<file path="src/rtl/apb_pwm_master.sv">
// APB3 requester: turns one accepted command into one SETUP/ACCESS transfer,
// with a bounded PREADY wait so a hung completer cannot stall the issuer.
module apb_pwm_master #(
    parameter int DATA_WIDTH     = 32,
    parameter int TIMEOUT_CYCLES = 16
) (
    input  logic                  PCLK,
    input  logic                  PRESETn,
    input  logic                  cmd_valid,
    output logic                  cmd_ready,
    input  logic                  cmd_write,
    input  logic [DATA_WIDTH-1:0] cmd_addr,
    input  logic [DATA_WIDTH-1:0] cmd_wdata,
    output logic                  rsp_valid,
    output logic [DATA_WIDTH-1:0] rsp_rdata,
    output logic                  rsp_err,
    output logic                  rsp_timeout,
    output logic                  busy,
    output logic [DATA_WIDTH-1:0] PADDR,
    output logic                  PSEL,
    output logic                  PENABLE,
    output logic                  PWRITE,
    output logic [DATA_WIDTH-1:0] PWDATA,
    input  logic                  PREADY,
    input  logic                  PSERR,
    input  logic [DATA_WIDTH-1:0] PRDATA
);

    typedef enum logic [1:0] {
        ST_IDLE,
        ST_SETUP,
        ST_ACCESS
    } state_t;

    localparam int                CNT_W    = $clog2(TIMEOUT_CYCLES + 1);
    localparam logic [CNT_W-1:0]  CNT_LAST = CNT_W'(TIMEOUT_CYCLES - 1);
    localparam logic [CNT_W-1:0]  CNT_MAX  = '1;

    state_t                r_state, w_state_nxt;
    logic [CNT_W-1:0]      r_cnt, w_cnt_nxt;
    logic [DATA_WIDTH-1:0] r_paddr, w_paddr_nxt;
    logic [DATA_WIDTH-1:0] r_pwdata, w_pwdata_nxt;
    logic                  r_pwrite, w_pwrite_nxt;
    logic                  r_psel, w_psel_nxt;
    logic                  r_penable, w_penable_nxt;
    logic                  r_rsp_valid, w_rsp_valid_nxt;
    logic [DATA_WIDTH-1:0] r_rsp_rdata, w_rsp_rdata_nxt;
    logic                  r_rsp_err, w_rsp_err_nxt;
    logic                  r_rsp_timeout, w_rsp_timeout_nxt;
    logic                  w_accept;

    assign cmd_ready = (r_state == ST_IDLE) && PRESETn;
    assign busy      = (r_state != ST_IDLE);
    assign w_accept  = cmd_valid && cmd_ready;

    // NOTE: every variable gets a default before the case so no path leaves it unassigned (no latches).
    always_comb begin
        w_state_nxt       = r_state;
        w_cnt_nxt         = r_cnt;
        w_paddr_nxt       = r_paddr;
        w_pwdata_nxt      = r_pwdata;
        w_pwrite_nxt      = r_pwrite;
        w_psel_nxt        = r_psel;
        w_penable_nxt     = r_penable;
        w_rsp_valid_nxt   = 1'b0;
        w_rsp_rdata_nxt   = r_rsp_rdata;
        w_rsp_err_nxt     = r_rsp_err;
        w_rsp_timeout_nxt = r_rsp_timeout;

        unique case (r_state)
            ST_IDLE: begin
                if (w_accept) begin
                    w_state_nxt   = ST_SETUP;
                    w_paddr_nxt   = cmd_addr;
                    w_pwdata_nxt  = cmd_wdata;
                    w_pwrite_nxt  = cmd_write;
                    w_psel_nxt    = 1'b1;
                    w_penable_nxt = 1'b0;
                end
            end
            ST_SETUP: begin
                w_state_nxt   = ST_ACCESS;
                w_penable_nxt = 1'b1;
                w_cnt_nxt     = '0;
            end
            ST_ACCESS: begin
                if (PREADY) begin
                    w_state_nxt       = ST_IDLE;
                    w_psel_nxt        = 1'b0;
                    w_penable_nxt     = 1'b0;
                    w_rsp_valid_nxt   = 1'b1;
                    w_rsp_err_nxt     = PSERR;
                    w_rsp_timeout_nxt = 1'b0;
                    w_rsp_rdata_nxt   = r_pwrite ? '0 : PRDATA;
                end else if (r_cnt == CNT_LAST) begin
                    // Abort: completer never answered within the wait budget.
                    w_state_nxt       = ST_IDLE;
                    w_psel_nxt        = 1'b0;
                    w_penable_nxt     = 1'b0;
                    w_rsp_valid_nxt   = 1'b1;
                    w_rsp_err_nxt     = 1'b1;
                    w_rsp_timeout_nxt = 1'b1;
                    w_rsp_rdata_nxt   = '0;
                end else if (r_cnt != CNT_MAX) begin
                    w_cnt_nxt = r_cnt + 1'b1;
                end
            end
            default: begin
                w_state_nxt   = ST_IDLE;
                w_psel_nxt    = 1'b0;
                w_penable_nxt = 1'b0;
            end
        endcase
    end

    // NOTE: sequential state uses non-blocking assignments; reset is asynchronous so the bus drops at once.
    always_ff @(posedge PCLK or negedge PRESETn) begin
        if (!PRESETn) begin
            r_state       <= ST_IDLE;
            r_cnt         <= '0;
            r_paddr       <= '0;
            r_pwdata      <= '0;
            r_pwrite      <= 1'b0;
            r_psel        <= 1'b0;
            r_penable     <= 1'b0;
            r_rsp_valid   <= 1'b0;
            r_rsp_rdata   <= '0;
            r_rsp_err     <= 1'b0;
            r_rsp_timeout <= 1'b0;
        end else begin
            r_state       <= w_state_nxt;
            r_cnt         <= w_cnt_nxt;
            r_paddr       <= w_paddr_nxt;
            r_pwdata      <= w_pwdata_nxt;
            r_pwrite      <= w_pwrite_nxt;
            r_psel        <= w_psel_nxt;
            r_penable     <= w_penable_nxt;
            r_rsp_valid   <= w_rsp_valid_nxt;
            r_rsp_rdata   <= w_rsp_rdata_nxt;
            r_rsp_err     <= w_rsp_err_nxt;
            r_rsp_timeout <= w_rsp_timeout_nxt;
        end
    end

    assign PADDR       = r_paddr;
    assign PWDATA      = r_pwdata;
    assign PWRITE      = r_pwrite;
    assign PSEL        = r_psel;
    assign PENABLE     = r_penable;
    assign rsp_valid   = r_rsp_valid;
    assign rsp_rdata   = r_rsp_rdata;
    assign rsp_err     = r_rsp_err;
    assign rsp_timeout = r_rsp_timeout;

endmodule

</file>
<file path="config.mk">
export PLATFORM = sky130hd
export DESIGN_NAME = apb_pwm_master
export DESIGN_NICKNAME = d
export VERILOG_FILES = /design/src/rtl/apb_pwm_master.sv
export SDC_FILE = /design/constraint.sdc
export NUM_CORES = 1
export LEC_CHECK = 0
export ABC_AREA = 1
export BUFFER_PORTS_ARGS = -buffer_cell sky130_fd_sc_hd__buf_4
export CELL_PAD_IN_SITES_DETAIL_PLACEMENT = 0
export CELL_PAD_IN_SITES_GLOBAL_PLACEMENT = 2
export CORE_MARGIN = 10
export CORE_UTILIZATION = 25
export DETAILED_ROUTE_END_ITERATION = 10
export GPL_TIMING_DRIVEN = 1
export HOLD_SLACK_MARGIN = 0.15
export MAX_ROUTING_LAYER = met4
export PLACE_DENSITY_LB_ADDON = 0.1
export SLEW_MARGIN = 5
export SYNTH_ARGS = -nofsm -noshare
export SYNTH_HDL_FRONTEND = slang
export SYNTH_SLANG_ARGS = --single-unit
</file>
<file path="constraint.sdc">
create_clock -name PCLK -period 2.21 [get_ports PCLK]
set_input_delay 0.221 -clock PCLK [delete_from_list [all_inputs] [get_ports PCLK]]
set_output_delay 0.221 -clock PCLK [all_outputs]
set_load 0.02 [all_outputs]
</file>
==> key figures <==
Worst hold path
  • Worst Hold Class: in -> reg

Floorplanning
  • Core region area: 16700 sq um
  • FP Rows: between 40 and 50
  • IO Count: 206
  • Die height: 151 microns
  • Starting Density: 25.7%
  • Die Wd: 151 microns
  • Die area: about 23000 sq um

Timing
  • Setup TNS: 0 ns
  • Worst slew margin: 59.9%
  • Final setup viols: 0
  • Final Hold Viols: 0
  • Final Max Tran Viols: 0
  • RSZ-0062 raised after global routing: no
  • Final Worst Setup Slack: 0.350 ns
  • Worst Tran Pin Value: 0.601 ns
  • Worst Skew: approximately 0.0096 ns
  • Fmax: ~0.54 GHz
  • Crit path time final: 1.86 ns
  • Final period util: between 80% and 90%

Synthesis
  • Ys Warns: 0
  • Synth Area in Adders: 0.873%
  • Compound-Gate Fraction of Synth Area: 5.12%
  • FF+latch count, synth: 108
  • Synth Area in Simple Gates: 26.4%
  • Multiplexer area fraction after synthesis: 0%
  • Register area share after synthesis: approximately 63%
  • Syn Area/Cell: 9.00 sq um
  • Xor/xnor share of the synthesized area: 0%
  • Syn Nets: 583
  • Cell Area, Synth: around 4300 sq um
  • Yosys cell types: 22
  • Largest family of logic cells by synthesized area: simple AND/OR/NAND/NOR gates
  • Synthesized instance count: approximately 480

Clocking
  • Maximum buffer depth of the clock tree: 2
  • Cts repair resizes: 0
  • Post-CTS Setup Inserts: 0
  • Root buffer cell: clkbuf_16
  • Clock latency on the worst-skew pair: 0.35 ns
  • CTS tree: built
  • Clock-pin slew on the worst setup and hold paths: 0.07 ns
  • CTS Sinks: 108
  • # H-tree levels: 3
  • Hold-fix buffers, CTS: between 90 and 100
  • CTS buffer count: 9

Place
  • Port bufs: 205
  • DP HPWL: 10200 microns
  • Placer congestion estimate: about 0.74
  • Cell Area, Placed: 6040 sq um
  • Place WS: 0.365 ns

Run status
  • Status: completed

Routing
  • Post-DR wirelength/cell: 14.7 microns
  • Final WL: 14700 microns
  • DRT iter0 DRCs: 212
  • Routed via count: 4086
  • DR vias/cell: 4.08
  • DR pass1 iterations: 4
  • DRC violations left: 0
  • Final ANT Viol Nets: 0

Global route
  • Most crowded layer after global routing: met2
  • Total gr overflow: 0
  • Met2 usage: 21.2%
  • Vias in the first global route: 4435
  • First-pass GRT wire length: 23400 microns
  • Met3 usage: 4.24%
  • Largest net degree at the start of global routing: 109
  • GRT Overall Usage: 13.4%
  • Met1 Use GR: 15.3%
  • Initial antenna violation count: 0

Finish
  • Layout cell share with drive strength beyond 1: 30.5%
  • P&R area growth vs syn: 71.0%
  • Most frequent cells in the layout: nand2_1, buf_4, dfrtp_1
  • Final Cell Area: 7350 sq um
  • Antenna Cells: 0
  • Fin nets: 881
  • Commonest non-fill, non-tap cell in the layout: nand2_1

Setup path
  • Worst-path cell chain: ha_1 -> nand2_1 -> nor2_1 -> ha_1 -> o21ai_4 -> buf_12 -> o21ai_0
  • Worst stage delay on the critical path: 0.42 ns
  • Arrival time worst endpoint: around 2.1 ns
  • Slowest cell on crit path: dfrtp_1
  • Critical path startpoint category: flop
  • Critical path type: reg -> reg
  • Setup crit end kind: flop
  • Worst EP required: 2.43 ns
  • Most used cell, CP: ha_1
  • Peak fanout along the critical path: 69

Pwr
  • PnR Total Power: 6.92 mW
  • Leak pwr: 3.84 nW
  • Clock Power Share: 25.2%
  • Power Density: 941 nW/um^2
  • Reg power frac: 39.5%
  • Power Internal: 4.54 mW
  • Logic pwr share: 35.3%
  • Switching power: 2.38 mW
  • Sw Share: about 34%
  • Max VDD drop: about 0.00043 V

Run
  • Max-cap viol count: 0
==> cell type report <==
type | count | area, sq um
fill | 1616 | 9350
sequential | 108 | 2700
timing repair buffer | 311 | 2610
multi-input combinational | 336 | 1410
clock buffer | 14 | 284
tap | 220 | 275
clock inverter | 2 | 38.8
inverter | 10 | 37.5
==> stage by stage <==
stage	util (%)	cells	hold slack [ns]
final	44.0	1001	0.178
after floorplan	-	478	-0.0746
after global placement	36.2	886	0.415
after detailed placement	36.2	886	0.417
after CTS	44.0	1001	0.163
after global routing	44.0	1001	0.196
==> power by group through the flow <==
stage,combinational (mW),clock (mW),sequential [mW]
3_3_place_gp,2.34,0,2.76
2_1_floorplan,0.571,0,3.34
6_report,2.45,1.74,2.73
4_1_cts,2.50,1.83,2.74
3_5_place_dp,2.36,0,2.77
5_1_grt,2.68,1.90,2.80
==> cell usage after synthesis <==
cell type	count	area, sq um
nand2_1	275	1030
dfrtp_1	108	2700
o21ai_1	34	170
buf_2	12	60.1
inv_1	7	26.3
buf_4	6	45.0
buf_6	5	56.3
nor2_1	5	18.8
o21ai_0	5	25.0
ha_1	3	37.5
inv_2	3	11.3
nand3_1	3	15.0
or2_2	3	18.8
clkbuf_2	1	5.00
nand2_8	1	20.0
nand3b_1	1	7.51
nand4_1	1	6.26
nor2_2	1	6.26
nor2_4	1	11.3
o21ai_2	1	8.76
o2bb2ai_1	1	8.76
o31ai_1	1	7.51
==> layer usage <==
layer  vias up  routed length [microns]
met5         -                        0
met4         0                      333
met3        20                     1160
li1       2073                        -
met1      1861                     6310
met2       132                     6940
==> sequential cells by signal (all words and copies together), names as in the netlist, 2 cells and up <==
| register | count |
|---|---|
| PADDR | 32 |
| PWDATA | 32 |
| rsp_rdata | 32 |
| r_cnt | 5 |
| r_state | 2 |
==> critical path: cells and delay by family, from the launching register on <==
family,cells,cell delay (ns)
flip-flops,1,0.42
AO/OA/AOI/OAI,2,0.39
buffers and inverters,1,0.30
AND/OR/NAND/NOR,2,0.14
adder cells (fa/ha/maj),2,0.45
==> cells by family after synthesis <==
| group | after synthesis |
|---|---|
| AND/OR/NAND/NOR | 291 |
| buffers and inverters | 34 |
| adder cells (fa/ha/maj) | 3 |
| AO/OA/AOI/OAI | 42 |
| flip-flops | 108 |
==> worst paths after layout <==
path	from	endpoint	slack, ns	cells past startpoint
hold / removal	PSERR	rsp_err	0.18	3
min in group asynchronous	PRESETn	PADDR[27]	0.54	3
setup reg to reg	r_cnt[0]	rsp_rdata[31]	0.35	7
max in group asynchronous	PRESETn	rsp_rdata[6]	1.23	3
hold reg to reg	PADDR[12]	PADDR[12]	0.48	2
setup / recovery	r_cnt[0]	rsp_rdata[31]	0.35	7
Note: power is estimated with default switching activity, not from simulation.
